### src/rtl/hazard_fwd_ctrl_pkg.sv
// Shared definitions for the hazard/forwarding controller.
// Holds the operand-mux select encodings, register-index width and the
// shadow records kept for the EX, MEM and WB stages.
package hazard_fwd_ctrl_pkg;

  localparam int REG_AW = 5;
  localparam int SEL_W  = 2;

  // Operand-mux select encodings (2'b11 is never driven)
  localparam logic [SEL_W-1:0] FWD_REG = 2'b00;
  localparam logic [SEL_W-1:0] FWD_WB  = 2'b01;
  localparam logic [SEL_W-1:0] FWD_MEM = 2'b10;

  localparam logic [REG_AW-1:0] REG_X0 = 5'd0;

  // Full record for the instruction currently in EX
  typedef struct packed {
    logic              valid;
    logic [REG_AW-1:0] rs1;
    logic [REG_AW-1:0] rs2;
    logic [REG_AW-1:0] rd;
    logic              reg_write;
    logic              mem_read;
  } ex_rec_t;

  // Reduced record for MEM and WB: only the write-back destination matters
  typedef struct packed {
    logic              valid;
    logic [REG_AW-1:0] rd;
    logic              reg_write;
  } wb_rec_t;

  localparam ex_rec_t EX_BUBBLE = '{valid: 1'b0, rs1: 5'd0, rs2: 5'd0,
                                    rd: 5'd0, reg_write: 1'b0, mem_read: 1'b0};
  localparam wb_rec_t WB_EMPTY  = '{valid: 1'b0, rd: 5'd0, reg_write: 1'b0};

endpackage

### src/rtl/hazard_fwd_ctrl_fwd_sel.sv
// fwd_sel_unit: combinational forwarding priority compare for one EX operand.
// Ports:
//   ex_valid - EX stage holds a real instruction
//   src      - EX source register index for this operand
//   mem_rec  - MEM stage destination record
//   wb_rec   - WB stage destination record
//   sel      - mux select: FWD_MEM beats FWD_WB beats FWD_REG
module fwd_sel_unit
  import hazard_fwd_ctrl_pkg::*;
(
  input  logic              ex_valid,
  input  logic [REG_AW-1:0] src,
  input  wb_rec_t           mem_rec,
  input  wb_rec_t           wb_rec,
  output logic [SEL_W-1:0]  sel
);

  logic mem_hit;
  logic wb_hit;

  // x0 is hard-wired zero, so a producer targeting it is never a hit
  assign mem_hit = mem_rec.valid & mem_rec.reg_write & (mem_rec.rd != REG_X0) & (mem_rec.rd == src);
  assign wb_hit  = wb_rec.valid  & wb_rec.reg_write  & (wb_rec.rd  != REG_X0) & (wb_rec.rd  == src);

  // Priority select: the younger MEM result wins over the older WB result
  always_comb begin
    sel = FWD_REG;
    if (!ex_valid) begin
      sel = FWD_REG;
    end else if (mem_hit) begin
      sel = FWD_MEM;
    end else if (wb_hit) begin
      sel = FWD_WB;
    end else begin
      sel = FWD_REG;
    end
  end

endmodule

### src/rtl/hazard_fwd_ctrl.sv
// hazard_fwd_ctrl: hazard and forwarding controller for the 5-stage pipeline.
// Tracks destination metadata for EX/MEM/WB, drives the EX operand mux
// selects, and raises load-use stalls and branch flushes.
// Ports:
//   clk, rst          - rising-edge clock, synchronous active-high reset
//   ext_stall         - global freeze; all shadow records hold
//   id_*              - decoded fields of the instruction currently in ID
//   ex_branch_taken   - branch/jump resolved taken in EX
//   fwd_a, fwd_b      - operand A/B mux selects (00 reg, 01 WB, 10 MEM)
//   stall_if_id       - hold PC and IF/ID
//   bubble_ex         - load a NOP into ID/EX
//   flush_if_id       - clear IF/ID
// All outputs are combinational from the shadow records and current ID inputs.
module hazard_fwd_ctrl
  import hazard_fwd_ctrl_pkg::*;
(
  input  logic              clk,
  input  logic              rst,
  input  logic              ext_stall,
  input  logic              id_valid,
  input  logic [REG_AW-1:0] id_rs1,
  input  logic [REG_AW-1:0] id_rs2,
  input  logic [REG_AW-1:0] id_rd,
  input  logic              id_reg_write,
  input  logic              id_mem_read,
  input  logic              ex_branch_taken,
  output logic [SEL_W-1:0]  fwd_a,
  output logic [SEL_W-1:0]  fwd_b,
  output logic              stall_if_id,
  output logic              bubble_ex,
  output logic              flush_if_id
);

  ex_rec_t ex_rec;
  wb_rec_t mem_rec;
  wb_rec_t wb_rec;
  ex_rec_t ex_next;
  wb_rec_t ex_as_wb;
  logic    load_use;

  fwd_sel_unit u_fwd_a (
    .ex_valid (ex_rec.valid),
    .src      (ex_rec.rs1),
    .mem_rec  (mem_rec),
    .wb_rec   (wb_rec),
    .sel      (fwd_a)
  );

  fwd_sel_unit u_fwd_b (
    .ex_valid (ex_rec.valid),
    .src      (ex_rec.rs2),
    .mem_rec  (mem_rec),
    .wb_rec   (wb_rec),
    .sel      (fwd_b)
  );

  // A load in EX whose data the ID instruction needs cannot be forwarded in time
  assign load_use = ex_rec.valid & ex_rec.mem_read & (ex_rec.rd != REG_X0) & id_valid &
                    ((ex_rec.rd == id_rs1) | (ex_rec.rd == id_rs2));

  // A taken branch squashes both younger instructions, so it overrides the stall
  assign flush_if_id = ex_branch_taken;
  assign bubble_ex   = ex_branch_taken | load_use;
  assign stall_if_id = load_use & ~ex_branch_taken;

  // The branch itself still advances into MEM; only ID/EX gets the bubble
  assign ex_as_wb = '{valid: ex_rec.valid, rd: ex_rec.rd, reg_write: ex_rec.reg_write};

  // Next EX record: bubble on stall/flush, otherwise the ID instruction
  always_comb begin
    ex_next = EX_BUBBLE;
    if (bubble_ex) begin
      ex_next = EX_BUBBLE;
    end else begin
      ex_next.valid     = id_valid;
      ex_next.rs1       = id_rs1;
      ex_next.rs2       = id_rs2;
      ex_next.rd        = id_rd;
      ex_next.reg_write = id_reg_write;
      ex_next.mem_read  = id_mem_read;
    end
  end

  // Shadow record pipeline: reset clears, freeze holds, otherwise advance
  always_ff @(posedge clk) begin
    if (rst) begin
      ex_rec  <= EX_BUBBLE;
      mem_rec <= WB_EMPTY;
      wb_rec  <= WB_EMPTY;
    end else if (!ext_stall) begin
      ex_rec  <= ex_next;
      mem_rec <= ex_as_wb;
      wb_rec  <= mem_rec;
    end else begin
      ex_rec  <= ex_rec;
      mem_rec <= mem_rec;
      wb_rec  <= wb_rec;
    end
  end

endmodule

### config.mk
export PLATFORM = sky130hd
export DESIGN_NAME = hazard_fwd_ctrl
export DESIGN_NICKNAME = d
export VERILOG_FILES = /design/src/rtl/hazard_fwd_ctrl_pkg.sv /design/src/rtl/hazard_fwd_ctrl_fwd_sel.sv /design/src/rtl/hazard_fwd_ctrl.sv
export SDC_FILE = /design/constraint.sdc
export NUM_CORES = 1
export LEC_CHECK = 0
export CAP_MARGIN = 5
export CORE_UTILIZATION = 39
export DETAILED_ROUTE_END_ITERATION = 8
export HOLD_SLACK_MARGIN = 0.06
export PLACE_DENSITY = 0.65
export REMOVE_ABC_BUFFERS = 1
export SLEW_MARGIN = 10
export SYNTH_ARGS = -nofsm -noshare
export SYNTH_HDL_FRONTEND = slang
export SYNTH_HIERARCHICAL = 1
export SYNTH_SLANG_ARGS = --single-unit
export TNS_END_PERCENT = 50
### constraint.sdc
create_clock -name clk -period 1.9 [get_ports clk]
set_input_delay 0.285 -clock clk [delete_from_list [all_inputs] [get_ports clk]]
set_output_delay 0.285 -clock clk [all_outputs]
set_load 0.005 [all_outputs]
* Word level (Yosys, flattened, before mapping)
Index checks and enable logic that the tools add are counted.
Cells by class: eq/ne operators 6, multiplexer cells 7, bitwise gates (word level) 16, reductions and logical operators 3
Operator list (count):
- 5-bit equality test | 6
- 18-bit 2-to-1 mux | 1
- 5-bit nonzero test | 3
- 1-bit AND | 13
- 2-bit 2-to-1 mux | 4
- 1-bit 2-to-1 mux | 2
- 1-bit bitwise OR | 2
- 1-bit inverter | 1
Word-level totals: register bits 32, output and inout port bits 7, logic and storage cells 44

* Longest topological paths before layout
depth after elaboration 6, depth in mapped cells 6

* Hierarchy
Netlist, hierarchy kept.
Modules (own cells, without submodules):
- hazard_fwd_ctrl | instances 1, cells an instance 147, area an instance 1366.3 sq um, seq. area each 640.6 sq um
- fwd_sel_unit | instances 2, cells an instance 23, area an instance 175.2 sq um, seq. area each 0.0 sq um

* Worst setup path after synthesis
OpenSTA, ideal clock, no wires.
kind register -> output, start register ex_rec (netlist bit ex_as_wb[5]), end output port bubble_ex, arrival time 1.433 ns, setup slack 0.182 ns, cell stages (with the launch flop) 6, path buffers 1, path through dfxtp_1 > or4_1 > o2111ai_2 > a21oi_2 > buf_6 > or2_1
Between the ends: cells in the longest elaborated chain, start to end 5, elaborated cells between the ends (all ways) 8, those cells by class 2 x eq/ne; 5 x bitwise; 1 x reduce/logical
Ends and longest elaborated chain:
- start, declared | RTL line hazard_fwd_ctrl.sv:34 | ex_rec_t ex_rec;
- start signal, assigned | RTL line hazard_fwd_ctrl.sv:91 | ex_rec <= ex_next;
- start signal, assigned | RTL line hazard_fwd_ctrl.sv:95 | ex_rec <= ex_rec;
- 5-bit nonzero test | RTL line hazard_fwd_ctrl.sv:58 | assign load_use = ex_rec.valid & ex_rec.mem_read & (ex_rec.rd != REG_X0) & id_valid &
- 1-bit AND (2 in series) | RTL line hazard_fwd_ctrl.sv:58
- 1-bit AND (*) | RTL line hazard_fwd_ctrl.sv:58
- 1-bit bitwise OR (*) | RTL line hazard_fwd_ctrl.sv:63 | assign bubble_ex = ex_branch_taken | load_use;
- end, declared | RTL line hazard_fwd_ctrl.sv:30 | output logic bubble_ex,
Every way passes the cells marked *; elsewhere a longest branch is shown, timed or not.

* Worst setup path in the final report
Same ends and word-level chain as after synthesis.

==> flow_summary.yaml <==
finish:
  layout_common_cells: "buf_4, dfxtp_1, clkdlybuf4s50_1, nand2_1, nor2_1"
  n_antenna_cell: 0
  drive_gt1_frac: 0.263
  final_cells: 293
  final_util: 0.577
  nets: 264
  nFillCells: 388
  syn2layout_area_growth_pct: 38.4
  layout_commonest_cell: "buf_4"
  final_area_sq_um: 2380
logic_synthesis:
  synth.ff_latch_count: 32
  synth_largest_area_cell: "dfxtp_1"
  yosys-top-cells-area: "dfxtp_1, mux2i_1, xor2_1"
  syn_inst: 193
  ys_warn_count: 6
  post_synth.cell_area_avg_sq_um: 8.89
  synth_top_area_frac: 0.373
  syn_area_sq_um: 1720
  seq_area_frac_synth: 0.373
  synth.distinct_cells: 26
setup_path:
  crit_chain: "or4_4 > o2111ai_2 > a21oi_2 > buf_4 > or2_1 > buf_2"
  crit_arrival_ns: 1.83
  worstSetupStartpointType: "flip-flop"
  cp_slowest_cell: "or4_4"
  critPathMaxFanout: 2
  r2r_cells: 8
  cp_num_cells: 6
  max_stage_delay_ns: 0.52
  cp-end-kind: "output port"
  crit_buf_inv: 2
  required_ns: 1.62
  path_delay_family: "simple AND/OR/NAND/NOR gates"
  worstSetupPathType: "reg2out"
detailed_routing:
  wl_microns: 4160
  final_antenna_net_count: 0
  vias: 1513
  dr.pass1.iters: 4
  drt-initial-drc-count: 67
  wl_per_cell_microns: 14.2
  route.detailed.drc: 0
  viasPerCell: 5.16
floorplan:
  dieWidth_microns: 68.3
  rows: 23
  initial_utilization: 0.417
  die_area_sq_um: 4670
  dieHeight_microns: 68.3
  pin_count: 29
  core_sq_um: 4120
sta:
  fin_crit_ns: 2.12
  timing.fmax_mhz: 473
  fin_crit_sh: 1.11
  postLayoutSetupSlackWorst_ns: -0.215
  slew_headroom: 0.817
  tightestPinTransition_ns: 0.272
  setup_viol: 5
  slew_violations: 0
  rsz0062_at_grt: "yes"
  finalClockSkew_ns: 0.00975
  hold_viol: 0
global_routing:
  grt_pass1_vias: 1419
  grt_pass1_wl_microns: 6620
  antenna_found_initial: 0
  grt_max_degree: 51
  grt_use_total: 0.196
  grt_overflow: 0
  grt_use_met2: 0.314
  met3_usage: 0.0400
  busiest_layer: "met2"
  use_met1: 0.258
clock_network:
  cts-htree-levels: 2
  insertion_delay_ns: 0.29
  clock_tree.root_cell: "clkbuf_8"
  cts_hold_buf: 0
  clk_path_buf_depth: 2
  numCtsBuffers: 5
  cts_tree: "yes"
  cts_sinks: 32
  path_clk_slew_ns: 0.08
run_status:
  status: "finished, violations left"
  violations: "negative setup slack"
placed_design:
  portBuffers: 28
  dp_cells: 283
  place_area_sq_um: 2210
  dp_hpwl_microns: 2840
  gp_congestion: 0.799
run:
  drv_cap: 0
min_path:
  hold_class: "reg2reg"
  min_path_cells: 2
power:
  power_density_nw_per_um2: 670
  leakagePower_nw: 0.979
  max-vdd-ir-drop_mv: 0.373
-- path summary, 6_finish.rpt --
path / start / to / slack (ns)
hold / removal: ex_as_wb[0] / ex_as_wb[0] / 0.48
setup reg to reg: ex_as_wb[5] / ex_rec[10] / 0.21
hold reg to reg: ex_as_wb[0] / ex_as_wb[0] / 0.48
setup / recovery: ex_as_wb[5] / bubble_ex / -0.22
-- synthesized netlist by cell type --
master and count:
o2111ai_2 1, inv_1 4, nor2_1 19, nor3_1 6
dfxtp_1 32, a21oi_1 4, nand2_1 20, o22ai_1 18
or4_1 3, or2_1 1, mux2i_1 14, o2111ai_1 2
nand3b_1 18, xor2_4 2, nand3_1 2, a21oi_2 1
buf_4 1, xor2_1 16, clkbuf_1 9, nand4_1 2
xnor2_1 8, buf_6 1, nor2b_1 1, buf_2 2
nor3b_2 2, nor4_1 4
-- where the power goes --
| group | total, mW | switching [mW] | internal (mW) |
|---|---|---|---|
| combinational | 0.226 | 0.0974 | 0.129 |
| clock | 0.653 | 0.265 | 0.388 |
| sequential | 0.712 | 0.0248 | 0.687 |
-- stage by stage --
stage          hold WS (ns)  setup slack [ns]  total power, mW  TNS [ns]
2_1_floorplan         0.357             0.146            0.810         0
3_3_place_gp          0.464            -0.434            0.943     -1.41
3_5_place_dp          0.467            -0.416            0.945     -1.42
4_1_cts               0.464            -0.234             1.60    -0.490
5_1_grt               0.495            -0.274             1.65    -0.743
6_report              0.475            -0.215             1.59    -0.352
-- area by class of cell --
cell class                 instances  area, sq um  share of cell area
sequential                        32          662               0.279
inverter                           4         15.0             0.00632
tap                               50         62.6              0.0263
clock buffer                       5         68.8              0.0290
clock inverter                     3         42.5              0.0179
timing repair buffer              55          480               0.202
multi-input combinational        144         1040               0.440
-- worst reg2reg max path: stages, from the launching register on --
cell and delay, ns:
dfxtp_2 0.32, buf_4 0.15, xor2_1 0.15, nor3_1 0.18, nand3_1 0.12, a21oi_2 0.19, buf_4 0.13, buf_4 0.22
o22ai_1 0.11
-- registers in the layout (all words and copies together) (netlist names) --
| register | flops |
|---|---|
| mem_rec | 7 |
| ex_rec | 11 |
| ex_as_wb | 7 |
| wb_rec | 7 |
-- layer usage --
layer / routed length, microns / vias to the layer above / part of all wire
met2: 1920 / 41 / 0.46
li1: - / 777 / -
met1: 2000 / 688 / 0.48
met4: 72 / 0 / 0.017
met3: 168 / 7 / 0.040
met5: 0 / - / 0
-- timing repair --
action,in CTS,in global routing
setup endpoints to repair,6,6
hold endpoints to repair,0,0
pin swaps,15,6
setup buffers,2,0
gates resized for setup,39,7
-- cells by family after synthesis --
group | Yosys count | share of synthesized area
AOI/OAI and AO/OA | 26 | 0.101
xor gates and xnor gates | 26 | 0.155
buffers and inverters | 17 | 0.0452
DFF | 32 | 0.373
muxes | 14 | 0.0816
and+or+nand+nor | 78 | 0.244
Power figures use the tool's default switching activity.
==> edit 1 (same settings) <==
Set the package constant `SEL_W` to 3 (it was 2).
--- a/src/rtl/hazard_fwd_ctrl_pkg.sv
+++ b/src/rtl/hazard_fwd_ctrl_pkg.sv
@@ -6,3 +6,3 @@
   localparam int REG_AW = 5;
-  localparam int SEL_W  = 2;
+  localparam int SEL_W  = 3;
 
Interface: changed (resized fwd_a and fwd_b); port bits go from 29 to 31. The function was not compared with the original's and may differ.
==> edit 1 against the original RTL <==
The flow still finishes with violations (setup timing); routed wire length up 0.29%; sequential cell count did not move; synthesized cell count is 2.1% higher; area after synthesis rose by 1.3%; setup slack improved by 0.094 ns; final cell count increased by 1.4%; total power is 4.2% higher; cell area increased by 2.2%; critical endpoint unchanged; highest routed layer unchanged.
==> edit 1: results (changes against the original RTL) <==
* Status: finished, violations left
* Failing checks: setup timing
* Leakage at 0.000999 uW (+2.0%)
* Final setup vio count at 4 (-1)
* Slowest CP cell: or4_4
* Post-synth cell types at 27 (+3.8%)
* Placed Cells at 288 (+1.8%)
* Most flops, register: ex_rec
* First-pass DRT Iterations at 4 (unchanged)
* DPL Wire Length at 2.95 mm (+3.9%)
* Vias per std cell at 5.06 (-1.9%)
* WP data arrival at 1.74 ns (-0.09 ns)
* R2r setup slk at 0.30 ns (+0.09 ns)
* Antenna violations before repair at 0 (unchanged)
* Max FO, Critical Path at 3 (+1)
* Clock Pin Slew Worst Setup and Hold Paths at 0.07 ns
* Largest net degree at the start of global routing at 51 (unchanged)
* Starting DRT DRC Count at 70 (+4.5%)
* Wire per inst at 14.0 microns (-1.1%)
* Slowest stage delay, CP at 0.54 ns (+0.02 ns)
* Synth top area cells: dfxtp_1 37%, mux2i_1 8.1%, xor2_1 8.1%
* Hold wc startpoint: ex_as_wb[0]
* N_diodes at 0 (unchanged)
* Sequential-to-total area share from yosys stat at 0.368 (-0.00483)
* Final nets at 268 (+1.5%)
* Reg2reg path depth at 7 (-1)
* CTS root buffer: clkbuf_8
* Global-route wire length before repair at 6.86 mm (+3.5%)
* Layout cells sized above 1 at 0.283 (+0.0200)
* I/O Buffers at 28 (unchanged)
* Vias in the first global route at 1485 (+4.7%)
* Total track usage at 0.206 (+0.0104)
* Layout Skew at 0.00222 ns (-0.00753 ns)
* Final worst setup slack at -0.121 ns (+0.0937 ns)
* Reg2reg end: ex_rec[10]
* Post-Place Worst Slack at -0.457 ns (-0.0407 ns)
* Worst min path class: reg -> reg
* Mean Syn Cell Area at 8.83 sq um (-0.75%)
* Hold Path Stages at 2 (unchanged)
* Setup tns final at -0.228 ns (+0.124 ns)
* Worst R2R Start: ex_as_wb[5]
* CTS Buf Count at 5 (unchanged)
* Area share of the largest cell type after synthesis at 0.368 (-0.00483)
* Via count at 1504 (-0.59%)
* Yosys warnings at 6 (unchanged)
* Post-DP Area at 2230 sq um (+0.79%)
* Max FFs per register at 11 (unchanged)
* Fin Hold WS at 0.484 ns (+0.00886 ns)
* Ys async rst share at 0 (unchanged)
* CTS Buffer Depth at 2 (unchanged)
* GP Congestion at 0.827 (+3.5%)
* Detailed-route DRC error count at 0 (unchanged)
* Maximum VDD drop at 0.603 mV (+62%)
## edit 1: power breakdown
part           switching (uW)  internal, uW
registers                25.4           687
clock network             254           462
logic                    99.1           130
## edit 1: repair_timing
item                       CTS  global route
hold endpoints to repair     0             0
setup buffers                1             0
hold buffers                 0             0
pin swaps                   14             6
setup endpoints to repair    6             6
resized for setup           42            11
## edit 1: worst max-delay path by stage
stage | slack [ns] | start | to
2_1_floorplan | 0.15 | ex_as_wb[3] | stall_if_id
4_1_cts | -0.15 | ex_as_wb[4] | bubble_ex
5_1_grt | -0.17 | ex_as_wb[4] | bubble_ex
3_3_place_gp | -0.43 | id_rs1[1] | stall_if_id
6_report | -0.12 | ex_as_wb[4] | bubble_ex
3_5_place_dp | -0.46 | id_rs1[1] | stall_if_id
## edit 1: layout make-up
type	count	area, sq um
tap	50	62.6
fill	391	1720
multi-input combinational	146	1070
inverter	4	15.0
clock inverter	1	30.0
timing repair buffer	57	492
clock buffer	7	96.3
sequential	32	667
## edit 1: layer usage
metal,GRT usage,vias to the layer above,share of wire
met5,0,-,0
met4,0.115,0,0.015
met3,0.0444,6,0.042
met2,0.337,35,0.50
met1,0.249,681,0.45
li1,-,782,-
## edit 1: critical path, delay by kind of cell (launching register included)
| kind | cells | cell delay, ns |
|---|---|---|
| AOI/OAI and AO/OA | 2 | 0.26 |
| buffers and inverters | 1 | 0.12 |
| DFF | 1 | 0.33 |
| and+or+nand+nor | 2 | 0.74 |
## edit 1: cell families after synthesis
logic type	count (synthesis)	share of synthesized area
other	2	0.00432
AND/OR/NAND/NOR	78	0.241
buffers and inverters	19	0.0532
flip-flops	32	0.368
AO/OA/AOI/OAI	26	0.100
XOR/XNOR	26	0.153
multiplexers	14	0.0806
==> edit 2 (config.mk and constraints unchanged) <==
Without the edit above. Make the reset (`rst`) asynchronous in one clocked block. Comments in the files are not updated.
--- a/src/rtl/hazard_fwd_ctrl.sv
+++ b/src/rtl/hazard_fwd_ctrl.sv
@@ -84,3 +84,3 @@
   // Shadow record pipeline: reset clears, freeze holds, otherwise advance
-  always_ff @(posedge clk) begin
+  always_ff @(posedge clk or posedge rst) begin
     if (rst) begin
Formal check against the unedited RTL: differs if rst is asserted again (counterexample within 4 cycles, from zero or initial values and one cycle with rst high); with rst held inactive, the same outputs for 10 cycles.
==> edit 2 against the original RTL <==
Critical endpoint unchanged; critical path type unchanged; clock skew fell by 0.0017 ns; first-iteration DRC count rose by 87%; worst hold slack got worse by 0.081 ns; sequential cell count did not move; area after synthesis rose by 8.0%; the flow finishes with violations (DRC, setup timing); global-route usage rose by 2.2 points; synthesized cell count fell by 6.7%; routed wire length rose by 19%; cell area rose by 13%; final cell count rose by 3.8%; setup slack got worse by 0.055 ns; largest cell class unchanged.
Power is not compared: it rests on default switching activity, and its combinational part moved more than twofold at a synthesized area within 25%.
==> edit 2: results (changes against the original RTL) <==
* Fin Hold WS at 0.394 ns (-0.0810 ns)
* GP Congestion at 0.855 (+7.0%)
* Ys async rst share at 1.00 (+1.00)
* Detailed-route DRC error count at 3 (+3)
* Final setup vio count at 5 (unchanged)
* Vias in the first global route at 1672 (+18%)
* Starting DRT DRC Count at 125 (+87%)
* Clk_lat worst skew at 0.29 ns (about the same)
* Yosys warnings at 6 (unchanged)
* N_diodes at 0 (unchanged)
* H-tree depth at 2 (unchanged)
* Crit path launch: ex_as_wb[2]
* WP data arrival at 1.88 ns (+0.05 ns)
* Post-synth cell types at 29 (+12%)
* Maximum VDD drop at 0.492 mV
* Layout Skew at 0.00805 ns (-0.00170 ns)
* Failing checks: DRC, setup timing
* Via count at 1648 (+8.9%)
* Placed Cells at 288 (+1.8%)
* Most flops, register: ex_rec
* Ys flop type: dfrtp_1
* Wire per inst at 16.3 microns (+15%)
* CTS Buffer Depth at 2 (unchanged)
* Clock Pin Slew Worst Setup and Hold Paths at 0.07 ns
* Final worst setup slack at -0.270 ns (-0.0548 ns)
* Final nets at 273 (+3.4%)
* CTS root buffer: clkbuf_8
* Post-synth top cells: 32 x dfrtp_1, 22 x nand2_1, 18 x a32oi_1
* Max FO, Critical Path at 2 (unchanged)
* Sequential-to-total area share from yosys stat at 0.432 (+0.0587)
* First-pass DRT Iterations at 8 (+4)
* Setup CP Type: reg -> out
* Slowest stage delay, CP at 0.56 ns (+0.04 ns)
* Antenna violations before repair at 0 (unchanged)
* Worst min path class: in -> async
* I/O Buffers at 28 (unchanged)
* Synth top area cells: dfrtp_1 43%, a32oi_1 8.5%, mux2_2 8.5%
* Layout cells sized above 1 at 0.393 (+0.129)
* Max FFs per register at 11 (unchanged)
* Slowest CP cell: or4_4
* Largest net degree at the start of global routing at 37 (-27%)
* CTS Buf Count at 5 (unchanged)
* Gate Count Post-Synth at 180 (-6.7%)
* Total track usage at 0.218 (+0.0223)
* Leakage at 0.00114 uW
* R2r setup slk at 0.04 ns (-0.17 ns)
* Status: finished, violations left
* Sw frac at 0.324
* Final std cells w/o fill at 304 (+3.8%)
* DPL Wire Length at 3.14 mm (+11%)
* Global-route wire length before repair at 8.20 mm (+24%)
* Least-Margin Pin Slew at 0.427 ns (+0.154 ns)
* Max_cap viols at 0 (unchanged)
edit 2: final timing paths:
check,to,depth (start not counted)
min,ex_rec[10],3
min reg2reg,ex_as_wb[0],2
max in group asynchronous,ex_rec[7],3
max,bubble_ex,6
max reg2reg,ex_rec[10],6
min in group clk,ex_as_wb[0],2
edit 2: power by group through the flow:
stage / Combinational (uW) / Clock [uW] / Sequential, uW
final: 742 / 552 / 919
after global routing: 808 / 595 / 931
after CTS: 728 / 561 / 912
after detailed placement: 620 / 0 / 935
after global placement: 607 / 0 / 932
after floorplan: 305 / 0 / 929
edit 2: cell families after synthesis:
kind of cell,after synthesis,share of synthesized area
AOI/OAI and AO/OA,45,0.169
and+or+nand+nor,45,0.122
DFF,32,0.432
xor gates and xnor gates,26,0.143
buffers and inverters,18,0.0486
muxes,14,0.0850
edit 2: area by class of cell:
cell class,count,area [sq um]
clock buffer,6,82.6
clock inverter,2,10.0
fill,407,1780
inverter,6,22.5
multi-input combinational,130,1050
sequential,32,803
tap,52,65.1
timing repair buffer,76,658
edit 2: metrics by stage:
step           setup TNS, ns  area (sq um)  worst slack [ns]   util
2_1_floorplan        -0.0905          1790           -0.0905      -
3_3_place_gp           -1.85          2460            -0.477  0.549
3_5_place_dp           -1.85          2460            -0.456  0.549
4_1_cts               -0.933          2670            -0.291  0.598
5_1_grt                -1.78          2690            -0.329  0.602
6_report              -0.953          2690            -0.270  0.602
edit 2: routing by layer:
layer,track usage,wire [microns]
met5,0,0
met4,0.100,88
met3,0.0442,212
met2,0.348,2420
met1,0.286,2250
edit 2: repair_timing:
item,4_1_cts,5_1_grt
pin swaps,15,5
setup endpoints to repair,6,24
gates resized for setup,43,4
setup buffers,8,2
hold buffers,0,0
edit 2: critical path, delay by kind of cell, from the launching register on:
kind | cells | cell delay (ns)
AND/OR/NAND/NOR | 1 | 0.56
flip-flops | 1 | 0.38
AO/OA/AOI/OAI | 2 | 0.38
buffers and inverters | 3 | 0.28
